### src/rtl/cflog_pkg.sv
// rtl/cflog_pkg.sv - shared FSM encoding and frame constants for the CFLog drain
// CFLOG_DRAIN_CRC_EN adds the trailing CRC state to the encoding.
package cflog_pkg;

    localparam int          WORD_W       = 16;
    localparam logic [15:0] LOG_SIZE_DEF = 16'h0400;
    localparam logic [15:0] CRC_POLY     = 16'h1021;
    localparam logic [15:0] CRC_INIT     = 16'hFFFF;

    // Frame = header word carrying the drained count, then the data words.
`ifdef CFLOG_DRAIN_CRC_EN
    localparam bit CRC_EN = 1'b1;
    typedef enum logic [2:0] {
        S_IDLE, S_ARM, S_HDR, S_RD, S_CAP, S_SEND, S_CRC, S_FIN
    } state_t;
`else
    localparam bit CRC_EN = 1'b0;
    typedef enum logic [2:0] {
        S_IDLE, S_ARM, S_HDR, S_RD, S_CAP, S_SEND, S_FIN
    } state_t;
`endif

endpackage

### src/rtl/cflog_crc16.sv
// rtl/cflog_crc16.sv - combinational next-CRC over one 16-bit word
// CRC-16-CCITT, MSB first; instantiated by cflog_drain only under CFLOG_DRAIN_CRC_EN.
module cflog_crc16
    import cflog_pkg::*;
(
    input  logic [WORD_W-1:0] i_crc,
    input  logic [WORD_W-1:0] i_data,
    output logic [WORD_W-1:0] o_crc
);

    always_comb begin
        o_crc = i_crc;
        for (int i = WORD_W - 1; i >= 0; i--) begin
            if (o_crc[WORD_W-1] ^ i_data[i]) begin
                o_crc = {o_crc[WORD_W-2:0], 1'b0} ^ CRC_POLY;
            end else begin
                o_crc = {o_crc[WORD_W-2:0], 1'b0};
            end
        end
    end

endmodule

### src/rtl/cflog_drain.sv
// rtl/cflog_drain.sv - walks the CFLog RAM and streams it out as a framed word stream
// Optional CFLOG_DRAIN_CRC_EN appends a CRC-16-CCITT word after the data.
module cflog_drain
    import cflog_pkg::*;
#(
    parameter int                ADDR_W   = 16,
    parameter logic [ADDR_W-1:0] LOG_SIZE = ADDR_W'(LOG_SIZE_DEF)
) (
    input  logic              clk,
    input  logic              puc,
    input  logic              drain_req,
    input  logic [ADDR_W-1:0] log_ptr,
    input  logic              log_hw_wen,
    output logic              rd_en,
    output logic [ADDR_W-1:0] rd_addr,
    input  logic [15:0]       rd_data,
    output logic              tx_valid,
    output logic [15:0]       tx_data,
    output logic              tx_last,
    input  logic              tx_ready,
    output logic              busy,
    output logic              overflow,
    output logic              log_clear,
    output logic              done
);

    state_t            r_state, w_state_nxt, w_end_state;
    logic              r_pending, w_pending_nxt;
    logic [ADDR_W-1:0] r_cnt, w_cnt_nxt;
    logic [ADDR_W-1:0] r_idx, w_idx_nxt;
    logic [ADDR_W:0]   w_idx_inc;
    logic              r_ovf, w_ovf_nxt;
    logic [15:0]       r_tx_data, w_data_nxt;
    logic              r_tx_valid, r_tx_last, r_rd_en, r_busy, r_log_clear, r_done;
    logic [ADDR_W-1:0] r_rd_addr, w_addr_nxt;
    logic              w_valid_nxt, w_last_nxt, w_busy_nxt, w_accept;

`ifdef CFLOG_DRAIN_CRC_EN
    logic [15:0] r_crc, w_crc_nxt, w_crc_upd;

    cflog_crc16 u_crc (
        .i_crc  (r_crc),
        .i_data (r_tx_data),
        .o_crc  (w_crc_upd)
    );

    assign w_end_state = S_CRC;

    always_comb begin
        w_crc_nxt = r_crc;
        if (r_state == S_ARM) begin
            w_crc_nxt = CRC_INIT;
        end else if ((r_state == S_HDR || r_state == S_SEND) && w_accept) begin
            w_crc_nxt = w_crc_upd;
        end
    end

    always_ff @(posedge clk) begin
        if (puc) r_crc <= '0;
        else     r_crc <= w_crc_nxt;
    end
`else
    assign w_end_state = S_FIN;
`endif

    always_comb begin
        w_state_nxt   = r_state;
        w_pending_nxt = r_pending;
        w_cnt_nxt     = r_cnt;
        w_idx_nxt     = r_idx;
        w_ovf_nxt     = r_ovf;
        w_data_nxt    = r_tx_data;
        w_accept      = r_tx_valid && tx_ready;
        w_idx_inc     = {1'b0, r_idx} + 1'b1;

        case (r_state)
            S_IDLE: begin
                if (drain_req) w_pending_nxt = 1'b1;
                // Hold off while the writer is mid-store so its last entry lands in the frame.
                if (r_pending && !log_hw_wen) w_state_nxt = S_ARM;
            end
            S_ARM: begin
                w_cnt_nxt   = (log_ptr > LOG_SIZE) ? LOG_SIZE : log_ptr;
                w_ovf_nxt   = (log_ptr > LOG_SIZE);
                w_idx_nxt   = '0;
                w_data_nxt  = 16'(w_cnt_nxt);
                w_state_nxt = S_HDR;
            end
            S_HDR: begin
                if (w_accept) w_state_nxt = (r_cnt != '0) ? S_RD : w_end_state;
            end
            S_RD: w_state_nxt = S_CAP;
            S_CAP: begin
                w_data_nxt  = rd_data;
                w_state_nxt = S_SEND;
            end
            S_SEND: begin
                if (w_accept) begin
                    w_idx_nxt   = w_idx_inc[ADDR_W-1:0];
                    w_state_nxt = (w_idx_inc < {1'b0, r_cnt}) ? S_RD : w_end_state;
                end
            end
`ifdef CFLOG_DRAIN_CRC_EN
            S_CRC: begin
                if (w_accept) w_state_nxt = S_FIN;
            end
`endif
            S_FIN: begin
                w_pending_nxt = 1'b0;
                w_state_nxt   = S_IDLE;
            end
            default: w_state_nxt = S_IDLE;
        endcase

`ifdef CFLOG_DRAIN_CRC_EN
        if (w_state_nxt == S_CRC && r_state != S_CRC) w_data_nxt = w_crc_upd;
`endif
        if (w_state_nxt == S_FIN) w_ovf_nxt = 1'b0;

        // Outputs are registered, so they are decoded from the next state.
        w_valid_nxt = (w_state_nxt == S_HDR) || (w_state_nxt == S_SEND);
        w_last_nxt  = 1'b0;
        if (w_state_nxt == S_HDR) begin
            w_last_nxt = !CRC_EN && (w_cnt_nxt == '0);
        end else if (w_state_nxt == S_SEND) begin
            w_last_nxt = !CRC_EN && (({1'b0, w_idx_nxt} + 1'b1) == {1'b0, w_cnt_nxt});
        end
`ifdef CFLOG_DRAIN_CRC_EN
        if (w_state_nxt == S_CRC) begin
            w_valid_nxt = 1'b1;
            w_last_nxt  = 1'b1;
        end
`endif
        w_busy_nxt = !(w_state_nxt == S_IDLE || w_state_nxt == S_ARM || w_state_nxt == S_FIN);
        w_addr_nxt = (w_state_nxt == S_RD) ? w_idx_nxt : '0;
    end

    always_ff @(posedge clk) begin
        if (puc) begin
            r_state     <= S_IDLE;
            r_pending   <= 1'b0;
            r_cnt       <= '0;
            r_idx       <= '0;
            r_ovf       <= 1'b0;
            r_tx_data   <= '0;
            r_tx_valid  <= 1'b0;
            r_tx_last   <= 1'b0;
            r_rd_en     <= 1'b0;
            r_rd_addr   <= '0;
            r_busy      <= 1'b0;
            r_log_clear <= 1'b0;
            r_done      <= 1'b0;
        end else begin
            r_state     <= w_state_nxt;
            r_pending   <= w_pending_nxt;
            r_cnt       <= w_cnt_nxt;
            r_idx       <= w_idx_nxt;
            r_ovf       <= w_ovf_nxt;
            r_tx_data   <= w_data_nxt;
            r_tx_valid  <= w_valid_nxt;
            r_tx_last   <= w_last_nxt;
            r_rd_en     <= (w_state_nxt == S_RD);
            r_rd_addr   <= w_addr_nxt;
            r_busy      <= w_busy_nxt;
            r_log_clear <= (w_state_nxt == S_FIN);
            r_done      <= (w_state_nxt == S_FIN);
        end
    end

    assign rd_en     = r_rd_en;
    assign rd_addr   = r_rd_addr;
    assign tx_valid  = r_tx_valid;
    assign tx_data   = r_tx_data;
    assign tx_last   = r_tx_last;
    assign busy      = r_busy;
    assign overflow  = r_ovf;
    assign log_clear = r_log_clear;
    assign done      = r_done;

endmodule

### config.mk
export PLATFORM = sky130hd
export DESIGN_NAME = cflog_drain
export DESIGN_NICKNAME = d
export VERILOG_FILES = /design/src/rtl/cflog_pkg.sv /design/src/rtl/cflog_crc16.sv /design/src/rtl/cflog_drain.sv
export SDC_FILE = /design/constraint.sdc
export NUM_CORES = 1
export LEC_CHECK = 0
export ABC_AREA = 1
export BUFFER_PORTS_ARGS = -buffer_cell sky130_fd_sc_hd__buf_4
export CAP_MARGIN = 20
export CORE_MARGIN = 8
export CORE_UTILIZATION = 36
export CTS_CLUSTER_SIZE = 8
export DETAILED_ROUTE_END_ITERATION = 10
export GPL_ROUTABILITY_DRIVEN = 1
export SYNTH_ARGS = -nofsm -noshare
export SYNTH_HDL_FRONTEND = slang
export SYNTH_HIERARCHICAL = 1
export SYNTH_SLANG_ARGS = --single-unit
### constraint.sdc
create_clock -name clk -period 7 [get_ports clk]
set_input_delay 1.05 -clock clk [delete_from_list [all_inputs] [get_ports clk]]
set_output_delay 1.05 -clock clk [all_outputs]
set_load 0.005 [all_outputs]
# Yosys cells after proc, flatten, opt, wreduce, memory -nomap -nowiden
# Cells that the tools add are included.
# word_totals
elab_cells,61
input_bits,37
reg_bits,74
# classes
magnitude_cmp,2
n_eq_ne,13
reduce_logical,16
n_addsub,2
bitwise_logic,1
mux,15
# ops
operator,count
$pmux W16 S2,2
$mux W16,3
$add A16 B1 Y17 const B,2
$pmux W3 S6,1
$eq A17 B16 Y1,1
$lt A17 B16 Y1,1
$gt A16 B11 Y1 const B,1
$logic_not A16 Y1,1
$reduce_bool A16 Y1,1
$eq A3 B3 Y1 const B,5
$mux W3,5
$eq A3 B2 Y1 const B,4
$eq A3 B1 Y1 const B,2
$logic_not A3 Y1,2
$reduce_bool A2 Y1,2
$reduce_or A2 Y1,2
$logic_or A1 B1 Y1,3
$mux W1,3
$logic_and A1 B1 Y1,2
$logic_not A1 Y1,2
$ne A2 B2 Y1 const B,1
$pmux W1 S2,1
$reduce_and A2 Y1,1
$not A1 Y1,1

# Logic depth before layout (Yosys ltp)
# Gate-level depths: netlist of the first run.
# logic_depth
word_depth,9
ltp_mapped,23
ltp_nobuf,22

# Least setup slack after synthesis of the first run
# OpenSTA, ideal clock, no wires.
# synth_path
path_type,input-to-reg
startpoint,input tx_ready
endpoint,register r_tx_last (netlist: tx_last)
n_path_buf,1
arrival_ps,2821
stages,19
path_slack_ps,4108
path_cell_list,nand2_2 clkbuf_1 nand2_1 nand3_1 nand2_1 ha_1 inv_1 nand3_1 nand2_1 nand3_1 nand2_1 nand2_1 nor2_1 nand2_1 nor2_1 nand3_1 nor2_1 nand4_1 a21oi_1
# synth_between
elab_chain_cells,7
word_cells_on_any_way,12
classes_between,add/sub: 1; eq/ne: 3; mux: 7; reduce/logical: 1
# synth_rtl
item,line,rtl
from (decl),cflog_drain.sv:20,"input logic tx_ready,"
$logic_and A1 B1 Y1,cflog_drain.sv:73,w_accept = r_tx_valid && tx_ready;
$mux W16,cflog_drain.sv:98,if (w_accept) begin
$pmux W16 S2,cflog_drain.sv:76,case (r_state)
via w_idx_nxt[1],cflog_drain.sv:30,"logic [ADDR_W-1:0] r_idx, w_idx_nxt;"
$add A16 B1 Y17,cflog_drain.sv:126,"w_last_nxt = !CRC_EN && (({1'b0, w_idx_nxt} + 1'b1) == {1'b0, w_cnt_nxt});"
$eq A17 B16 Y1,cflog_drain.sv:126,
$mux W1,cflog_drain.sv:125,end else if (w_state_nxt == S_SEND) begin
$mux W1,cflog_drain.sv:123,if (w_state_nxt == S_HDR) begin
to (signal assigned),cflog_drain.sv:161,r_tx_last <= w_last_nxt;
to (decl),cflog_drain.sv:34,"logic r_tx_valid, r_tx_last, r_rd_en, r_busy, r_log_clear, r_done;"
# The timed path passes the listed nets, and every way through them passes these cells.
# A chain may end at the register's enable or synchronous reset.

# Final worst setup path of the first run
# layout_path
startpoint,register r_idx[0]
endpoint,register r_tx_last (netlist: tx_last)
# layout_between
elab_chain_cells,8
word_cells_on_any_way,13
classes_between,add/sub: 2; order compare: 1; eq/ne: 3; mux: 7
# layout_rtl
item,line,rtl
from (decl),cflog_drain.sv:30,
from (signal assigned),cflog_drain.sv:157,r_idx <= w_idx_nxt;
$add A16 B1 Y17,cflog_drain.sv:74,"w_idx_inc = {1'b0, r_idx} + 1'b1;"
$lt A17 B16 Y1,cflog_drain.sv:100,"w_state_nxt = (w_idx_inc < {1'b0, r_cnt}) ? S_RD : w_end_state;"
$mux W3,cflog_drain.sv:100,
$mux W3,cflog_drain.sv:98,
$pmux W3 S6,cflog_drain.sv:76,
$eq A3 B3 Y1,cflog_drain.sv:125,
$mux W1,cflog_drain.sv:125,
$mux W1 *,cflog_drain.sv:123,
# Every way passes the cells marked *; elsewhere a longest branch is shown, timed or not.

==> results_dict.tcl, run 1 <==
set metrics [dict create \
    postRouteAntennaNets 0 \
    min_path_type "register to register" \
    hold_violations 0 \
    drive_gt1_frac 0.161 \
    first_pass_iters 6 \
    synth_simple_gate_area_frac 0.440 \
    synth_edf_count 0 \
    cts.sinks 74 \
    core-area_um2 12500 \
    synth_top_family_by_area "simple AND/OR/NAND/NOR gates" \
    setup_violations 0 \
    synth_xor_area_frac 0.0112 \
    cp_max_fo 6 \
    chipHeight_um 129 \
    max_slew_margin 0.423 \
    layout_common_cells "nand2_1, nor2_1, inv_1, nand3_1, buf_4" \
    finalCritPeriodShare 0.451 \
    die_area_um2 16600 \
    post-place-ws_ns 3.64 \
    syn_inst 733 \
    avgSynthCellArea_um2 6.25 \
    finalSetupTns_ns 0 \
    nFillCells 1359 \
    yosys_most_used_dff "dfxtp_1" \
    grt_antenna_before_repair 0 \
    rsz0062_at_grt "false" \
    seq_area_frac_synth 0.323 \
    insertion_delay_ns 0.34 \
    path_common_cell "nand2_1" \
    synthMuxAreaShare 0 \
    post-route-util 0.447 \
    synthAdderAreaFrac 0.0464 \
    synth_warnings 6 \
    crit_arrival_ns 3.41 \
    cts_resized 0 \
    track_usage 0.173 \
    start_util 0.366 \
    grt-ovfl-total 0 \
    htree_levels 3 \
    io_pins 76 \
    crit_required_ns 7.26 \
    max_stage_delay_ns 0.41 \
    crit_family "simple AND/OR/NAND/NOR gates" \
    grt_pass1_wl_um 22500 \
    cts-hold-fix-buffers 0 \
    wl_per_cell_um 14.2 \
    vdd_drop_max_mv 0.127 \
    cts.clk_slew.worst_paths_ns 0.06 \
    initialDrtViolationCount 272 \
    maxCapViolCount 0 \
    synth_nets 787 \
    die_x_um 129 \
    cp_slowest_cell "dfxtp_1" \
    drc 0 \
    rows 41 \
    grt_max_degree 55 \
    clock-root-buffer "clkbuf_16" \
    syn_to_final_growth_pct 22.1 \
    cts_buffer_depth 2 \
    netlist_area_um2 4580 \
    path_buf_inv 3 \
    final_common_cell "nand2_1" \
    insertedDiodeCount 0 \
    placed_area_um2 5290 \
    worst_slew_pin_slew_ns 0.864 \
    vias 4717 \
    dp_hpwl_um 11100 \
    ys_ff_latch 74 \
    cts_tree "done" \
    cts_buffers 9 \
    worstSetupStartpointType "register" \
    grt_pass1_vias 4411 \
    gp_congestion 0.909 \
    critPathCaptureType "register" \
    final_cell_area_um2 5590 \
    fmax_mhz 317 \
    port_buffers 75 \
    finalCriticalPeriod_ns 3.16 \
    fin_skew_ns 0.0106 \
    cts_setup_buffers 0 \
    crit_chain "ha_1 -> nand2_1 -> nor2_1 -> nand2_1 -> inv_2 -> nand3_1 -> nand2_1 -> inv_1 -> ha_1 -> a21oi_1 -> o21ai_0 -> nand4_1 -> nand3_1 -> nor2_1 -> nand3_1 -> nand2_1 -> nand2_1 -> nand2_1 -> inv_2 -> nor2_1 -> nand4_1 -> a21oi_1" \
    nets 858 \
    status "completed" \
    p_per_area_nw_per_um2 171 \
    leakage_nw 2.66 \
    synth_compound_area_frac 0.0694 \
    worst_slack_ns 3.84 \
    path_class "register to register" \
    drv_slew 0 \
    async_flop_share 0 \
    routed_wl_um 13900 \
    ys_types 39 \
    vias_per_cell 4.81 \
]
layer usage:
layer,global-route usage,share of wire
met3,0.0410,0.062
met5,0,0
met2,0.268,0.45
met4,0.0643,0.017
met1,0.227,0.47
kinds of logic (layout without fill, tap and decap cells):
| group | Yosys count | in the layout |
|---|---|---|
| XOR/XNOR | 5 | 5 |
| AO/OA/AOI/OAI | 56 | 56 |
| AND/OR/NAND/NOR | 454 | 454 |
| buffers and inverters | 127 | 202 |
| flip-flops | 74 | 74 |
| adder cells (fa/ha/maj) | 17 | 17 |
per-stage QoR:
step	cells	total power [mW]	hold slack, ns
final	980	0.956	0.482
after global routing	980	0.986	0.506
after CTS	980	0.964	0.484
after detailed placement	965	0.495	0.477
after global placement	965	0.495	0.470
after floorplan	733	0.467	0.468
path summary, 6_finish.rpt:
kind / slack (ns) / from / to / cells past startpoint
worst max-delay path: 3.84 / r_idx[0] / tx_last / 22
worst min register to register: 0.48 / tx_data[13] / tx_data[13] / 2
worst max register to register: 3.84 / r_idx[0] / tx_last / 22
worst min-delay path: 0.48 / tx_data[13] / tx_data[13] / 2
tightest hold or removal path, delay by kind of cell, from the launching register on:
kind	cells	cell delay, ns
AND/OR/NAND/NOR	1	0.08
AO/OA/AOI/OAI	1	0.05
flip-flops	1	0.30
area by class of cell:
class,instances,area [µm²],area share
Sequential cell,74,1480,0.265
Clock buffer,11,253,0.0452
Inverter,110,415,0.0743
Timing Repair Buffer,77,578,0.103
Multi-Input combinational cell,532,2600,0.465
Tap cell,172,215,0.0385
Clock inverter,4,51.3,0.00917
synth_stat cells, types with 2 or more instances:
cell type  instances  share of area
nand2_1          216           0.18
nand3_1           80          0.087
clkbuf_1          10         0.0082
nor4_1             3         0.0041
ha_1              17          0.046
nor2_1           104          0.085
o21ai_2            2         0.0038
dfxtp_1           74           0.32
nor2_4             2         0.0049
xor2_1             3         0.0057
nand3_4            2         0.0076
nand4_1           18          0.025
o21bai_1           2         0.0033
nand2_2            5         0.0068
nand3b_1           4         0.0066
o21ai_1            3         0.0033
nand2_4            2         0.0049
clkinv_1           2         0.0016
inv_1             93          0.076
o21ai_0            7         0.0076
a31oi_1           11          0.015
a21oi_1           27          0.029
nand3_2            3         0.0066
buf_4              3         0.0049
nor2_2             3         0.0041
and2_1             4         0.0055
inv_2             14          0.011
buf_2              2         0.0022
nor2_8             2         0.0087
nor3_1             6         0.0066
where the power goes:
group | switching (mW) | internal (mW)
clock network | 0.177 | 0.293
logic | 0.0321 | 0.0248
registers | 0.00327 | 0.425
total | 0.212 | 0.743
flip-flops by register name, indices dropped and copies added (netlist names), 3 cells and up:
name and flops:
r_cnt 16, r_idx 16, r_state 3, rd_addr 16
tx_data 16
Note: power is estimated with default switching activity, not from simulation.
==> run 2: changes to the inputs <==
clock period = 2.72 ns   (was 7 ns; I/O delays follow)
==> results_dict.tcl, run 2 (synthesized netlist as in run 1, its figures left out) <==
set metrics [dict create \
    insertedDiodeCount 0 \
    min_path_type "input port to register" \
    chipHeight_um 129 \
    worst_slew_pin_slew_ns 0.595 \
    hold_slack_ns 0.330 \
    max_slew_margin 0.603 \
    holdCritStartpoint "rd_data[15]" \
    track_usage 0.175 \
    drc 0 \
    crit_family "simple AND/OR/NAND/NOR gates" \
    leakage_nw 2.96 \
    final_common_cell "nand2_1" \
    gp_congestion 0.959 \
    fin_cells 1031 \
    finalCritPeriodShare 0.995 \
    path_class "register to register" \
    die_x_um 129 \
    vdd_drop_max_mv 0.405 \
    cp-startpoint "r_idx[1]" \
    worstSetupStartpointType "register" \
    placed_cells 1009 \
    post-place-ws_ns -0.154 \
    cts.clk_slew.worst_paths_ns 0.06 \
    p_total_mw 2.45 \
    critPathCaptureType "register" \
    dp_hpwl_um 11500 \
    routed_wl_um 14800 \
    worst_slack_ns 0.0138 \
    grt_pass1_vias 4503 \
    vias_per_cell 4.74 \
    maxCapViolCount 0 \
    cts.sinks 74 \
    layout_common_cells "nand2_1, buf_4, inv_1, nor2_1, nand3_1" \
    drv_slew 0 \
    hold-path-cell-count 3 \
    grt_pass1_wl_um 22700 \
    nets 908 \
    finalCriticalPeriod_ns 2.71 \
    cts_tree "done" \
    fin_skew_ns 0.00567 \
    die_area_um2 16600 \
    hold_violations 0 \
    clock-root-buffer "clkbuf_16" \
    path_buf_inv 5 \
    vias 4890 \
    syn_to_final_growth_pct 37.2 \
    core-area_um2 12500 \
    cts_buffers 9 \
    wl_per_cell_um 14.4 \
    cp_slowest_cell "dfxtp_4" \
    finalSetupTns_ns 0 \
    io_pins 76 \
    drive_gt1_frac 0.282 \
    insertion_delay_ns 0.34 \
    rows 41 \
    crit_required_ns 3.00 \
    port_buffers 75 \
    grt_antenna_before_repair 0 \
    rr_startpoint "r_idx[1]" \
    initialDrtViolationCount 300 \
    htree_levels 3 \
    setup_violations 0 \
    crit_chain "ha_4 -> buf_4 -> buf_4 -> xor2_2 -> ha_1 -> a21oi_1 -> o21ai_1 -> a21oi_1 -> nor2_1 -> nor2_1 -> nand3_2 -> nand2_1 -> nand2_1 -> nand2_2 -> inv_2 -> nor2_4 -> inv_4 -> clkbuf_16 -> nor2_2" \
    nFillCells 1293 \
    start_util 0.366 \
    cp_max_fo 8 \
    r2r_cells 19 \
    max_stage_delay_ns 0.36 \
    postRouteAntennaNets 0 \
    cts_buffer_depth 2 \
    crit_arrival_ns 2.99 \
    rsz0062_at_grt "true" \
    grt-ovfl-total 0 \
    first_pass_iters 4 \
    fmax_mhz 370 \
    p_per_area_nw_per_um2 390 \
    status "completed" \
    grt_max_degree 54 \
    path_depth 19 \
]
## run 2: final cells by class
cell class                      count  area (µm²)  area share
Clock buffer                       11         233      0.0370
Clock inverter                      5        55.1     0.00876
Inverter                          110         418      0.0665
Multi-Input combinational cell    532        2870       0.457
Sequential cell                    74        1500       0.238
Tap cell                          172         215      0.0342
Timing Repair Buffer              127         995       0.158
## run 2: per-stage QoR
| step | instance area, µm² | util |
|---|---|---|
| 2_1_floorplan | 4580 | - |
| 3_3_place_gp | 5630 | 0.450 |
| 3_5_place_dp | 5630 | 0.450 |
| 4_1_cts | 5960 | 0.477 |
| 5_1_grt | 6290 | 0.502 |
| 6_report | 6290 | 0.502 |
## run 2: final timing paths
kind                               endpoint  slack (ns)
worst max-delay path             rd_addr[4]        0.01
worst min-delay path            tx_data[15]        0.33
worst max register to register   rd_addr[4]        0.01
worst min register to register  tx_data[13]        0.48
## run 2: report_power, final
group / leakage [nW] / internal [mW] / total (mW) / switching, mW
sequential: 0.601 / 1.09 / 1.10 / 0.00793
clock: 0.136 / 0.708 / 1.18 / 0.469
combinational: 2.23 / 0.0799 / 0.174 / 0.0943
total: 2.96 / 1.88 / 2.45 / 0.571
## run 2: tightest hold or removal path, stage by stage
cell     delay (ns)
buf_4          0.11
nand2_1        0.05
a21oi_1        0.05
## run 2: layer usage
metal / vias up / global-route usage / wire [µm]
met5: - / 0 / 0
met4: 0 / 0.0663 / 302
met3: 20 / 0.0327 / 800
met2: 122 / 0.273 / 6740
met1: 2188 / 0.234 / 6950
li1: 2560 / - / -
## run 2: what timing repair did
action / 4_1_cts / 5_1_grt
hold buffers: 0 / 0
gates cloned: 0 / 1
pin swaps: 2 / 19
buffers inserted: 0 / 5
resized for setup: 13 / 69
endpoints found under the setup margin: 21 / 23
==> run 3: changes to the inputs <==
CELL_PAD_IN_SITES_DETAIL_PLACEMENT = 1   (was unset)
CELL_PAD_IN_SITES_GLOBAL_PLACEMENT = 2   (was unset)
CORE_UTILIZATION = 27   (was 36)
PLACE_DENSITY_LB_ADDON = 0.1   (was unset)
==> results_dict.tcl, run 3 (synthesized netlist as in run 1, its figures left out) <==
set metrics [dict create \
    worst_slew_pin_slew_ns 0.642 \
    rsz0062_at_grt "true" \
    htree_levels 3 \
    hold_slack_ns 0.320 \
    fmax_mhz 353 \
    insertedDiodeCount 0 \
    cts_buffers 9 \
    gp_congestion 0.842 \
    max_stage_delay_ns 0.37 \
    placed_area_um2 5860 \
    finalSetupTns_ns -1.48 \
    start_util 0.276 \
    status "finished with violations" \
    io_pins 76 \
    crit_family "simple AND/OR/NAND/NOR gates" \
    drive_gt1_frac 0.343 \
    leakage_nw 3.21 \
    cp_max_fo 4 \
    initialDrtViolationCount 192 \
    rr_startpoint "r_idx[0]" \
    fin_skew_ns 0.00798 \
    finalCritPeriodShare 1.04 \
    nets 948 \
    first_pass_iters 4 \
    crit_required_ns 2.96 \
    worst_slack_ns -0.115 \
    die_x_um 146 \
    rrSetupSlack_ns -0.12 \
    cts.clk_slew.worst_paths_ns 0.07 \
    worstSetupStartpointType "register" \
    vdd_drop_max_mv 0.273 \
    path_class "register to register" \
    path_depth 23 \
    chipHeight_um 146 \
    vias 5223 \
    cp_slowest_cell "dfxtp_4" \
    insertion_delay_ns 0.35 \
    hold_violations 0 \
    die_area_um2 21400 \
    hold-path-cell-count 3 \
    core-area_um2 16600 \
    crit_arrival_ns 3.08 \
    r2r_cells 23 \
    layout_common_cells "nand2_1, buf_4, inv_1, nor2_1, nand3_1" \
    track_usage 0.175 \
    final_cell_area_um2 6810 \
    grt-ovfl-total 0 \
    min_path_type "input port to register" \
    holdCritStartpoint "rd_data[13]" \
    vias_per_cell 4.67 \
    r2r_end "rd_en" \
    cts_buffer_depth 2 \
    p_per_area_nw_per_um2 377 \
    drc 0 \
    max_slew_margin 0.572 \
    rows 47 \
    drv_slew 0 \
    grt_max_degree 54 \
    violations "negative setup slack" \
    grt_pass1_wl_um 29800 \
    dp_hpwl_um 15000 \
    wl_per_cell_um 16.9 \
    crit_chain "ha_4 -> nand2_4 -> nor2_4 -> nand2_4 -> inv_2 -> nand3_2 -> nand2_2 -> inv_2 -> ha_4 -> nand2_4 -> nor2_4 -> nand4_1 -> nor2_1 -> nor2_2 -> nand3_2 -> nand2_1 -> nand2_1 -> nand2_2 -> inv_4 -> nor2_4 -> buf_6 -> buf_4 -> buf_4" \
    port_buffers 75 \
    final_common_cell "nand2_1" \
    setup_violations 22 \
    cts.sinks 74 \
    grt_antenna_before_repair 1 \
    clock-root-buffer "clkbuf_16" \
    grt_pass1_vias 5510 \
    maxCapViolCount 0 \
    cts_tree "done" \
    routed_wl_um 18900 \
    path_buf_inv 6 \
    finalCriticalPeriod_ns 2.84 \
    syn_to_final_growth_pct 48.7 \
    postRouteAntennaNets 0 \
    cts-hold-fix-buffers 0 \
    critPathCaptureType "register" \
    min_to "tx_data[13]" \
]
==> run 3: changes by cell type in the layout (fill, tap and decap cells not counted), sizes merged <==
cell / change
clkbuf: -1
clkinv: -2
clkinvlp: +2
buf: +40
inv: +1
==> run 3: repair_timing <==
| action | 4_1_cts | 5_1_grt |
|---|---|---|
| pin swaps | 22 | 26 |
| setup endpoints to repair | 24 | 24 |
| gates resized for setup | 45 | 79 |
| buffers inserted | 15 | 6 |
| gates cloned | 1 | 0 |
==> run 3: metrics by stage <==
step | instances | utilization | worst slack [ns] | power [mW]
CTS | 1113 | 0.388 | -0.194 | 2.60
global route | 1119 | 0.411 | -0.365 | 2.67
finish | 1119 | 0.411 | -0.115 | 2.57
detailed placement | 1081 | 0.353 | -0.374 | 1.30
global placement | 1081 | 0.353 | -0.132 | 1.30
floorplan | 733 | - | 0.0584 | 1.20
==> run 3: worst register-to-register path, delay by kind of cell, from the launching register on <==
kind	cells	cell delay, ns
buffers and inverters	6	0.59
and+or+nand+nor	15	1.33
adders and majority gates	2	0.45
DFF	1	0.37
==> run 3: worst max path at each step <==
stage	start	end
after floorplan	r_idx[0]	rd_addr[13]
after global placement	r_idx[0]	rd_addr[11]
after detailed placement	r_idx[0]	rd_addr[13]
after CTS	r_idx[0]	rd_addr[0]
after global routing	r_idx[0]	tx_valid
final	r_idx[0]	rd_en
==> run 3: metal layers <==
metal	track usage	up-vias	routed length [µm]
li1	-	2646	-
met3	0.0294	19	632
met4	0.0505	0	297
met1	0.231	2468	9270
met5	0	-	0
met2	0.287	90	8720
==> run 3: power breakdown <==
part           internal (mW)  switching (mW)  leakage [nW]
Combinational         0.0860           0.105          2.47
Clock                  0.764           0.515         0.144
Sequential              1.09         0.00828         0.600
==> run 3: cell type report <==
class / instances / area (µm²)
Clock inverter: 5 / 61.3
Sequential cell: 74 / 1490
Inverter: 110 / 423
Tap cell: 220 / 275
Clock buffer: 11 / 253
Multi-Input combinational cell: 532 / 3020
Timing Repair Buffer: 166 / 1280
Timing Repair inverter: 1 / 7.51
Fill cell: 2145 / 9770
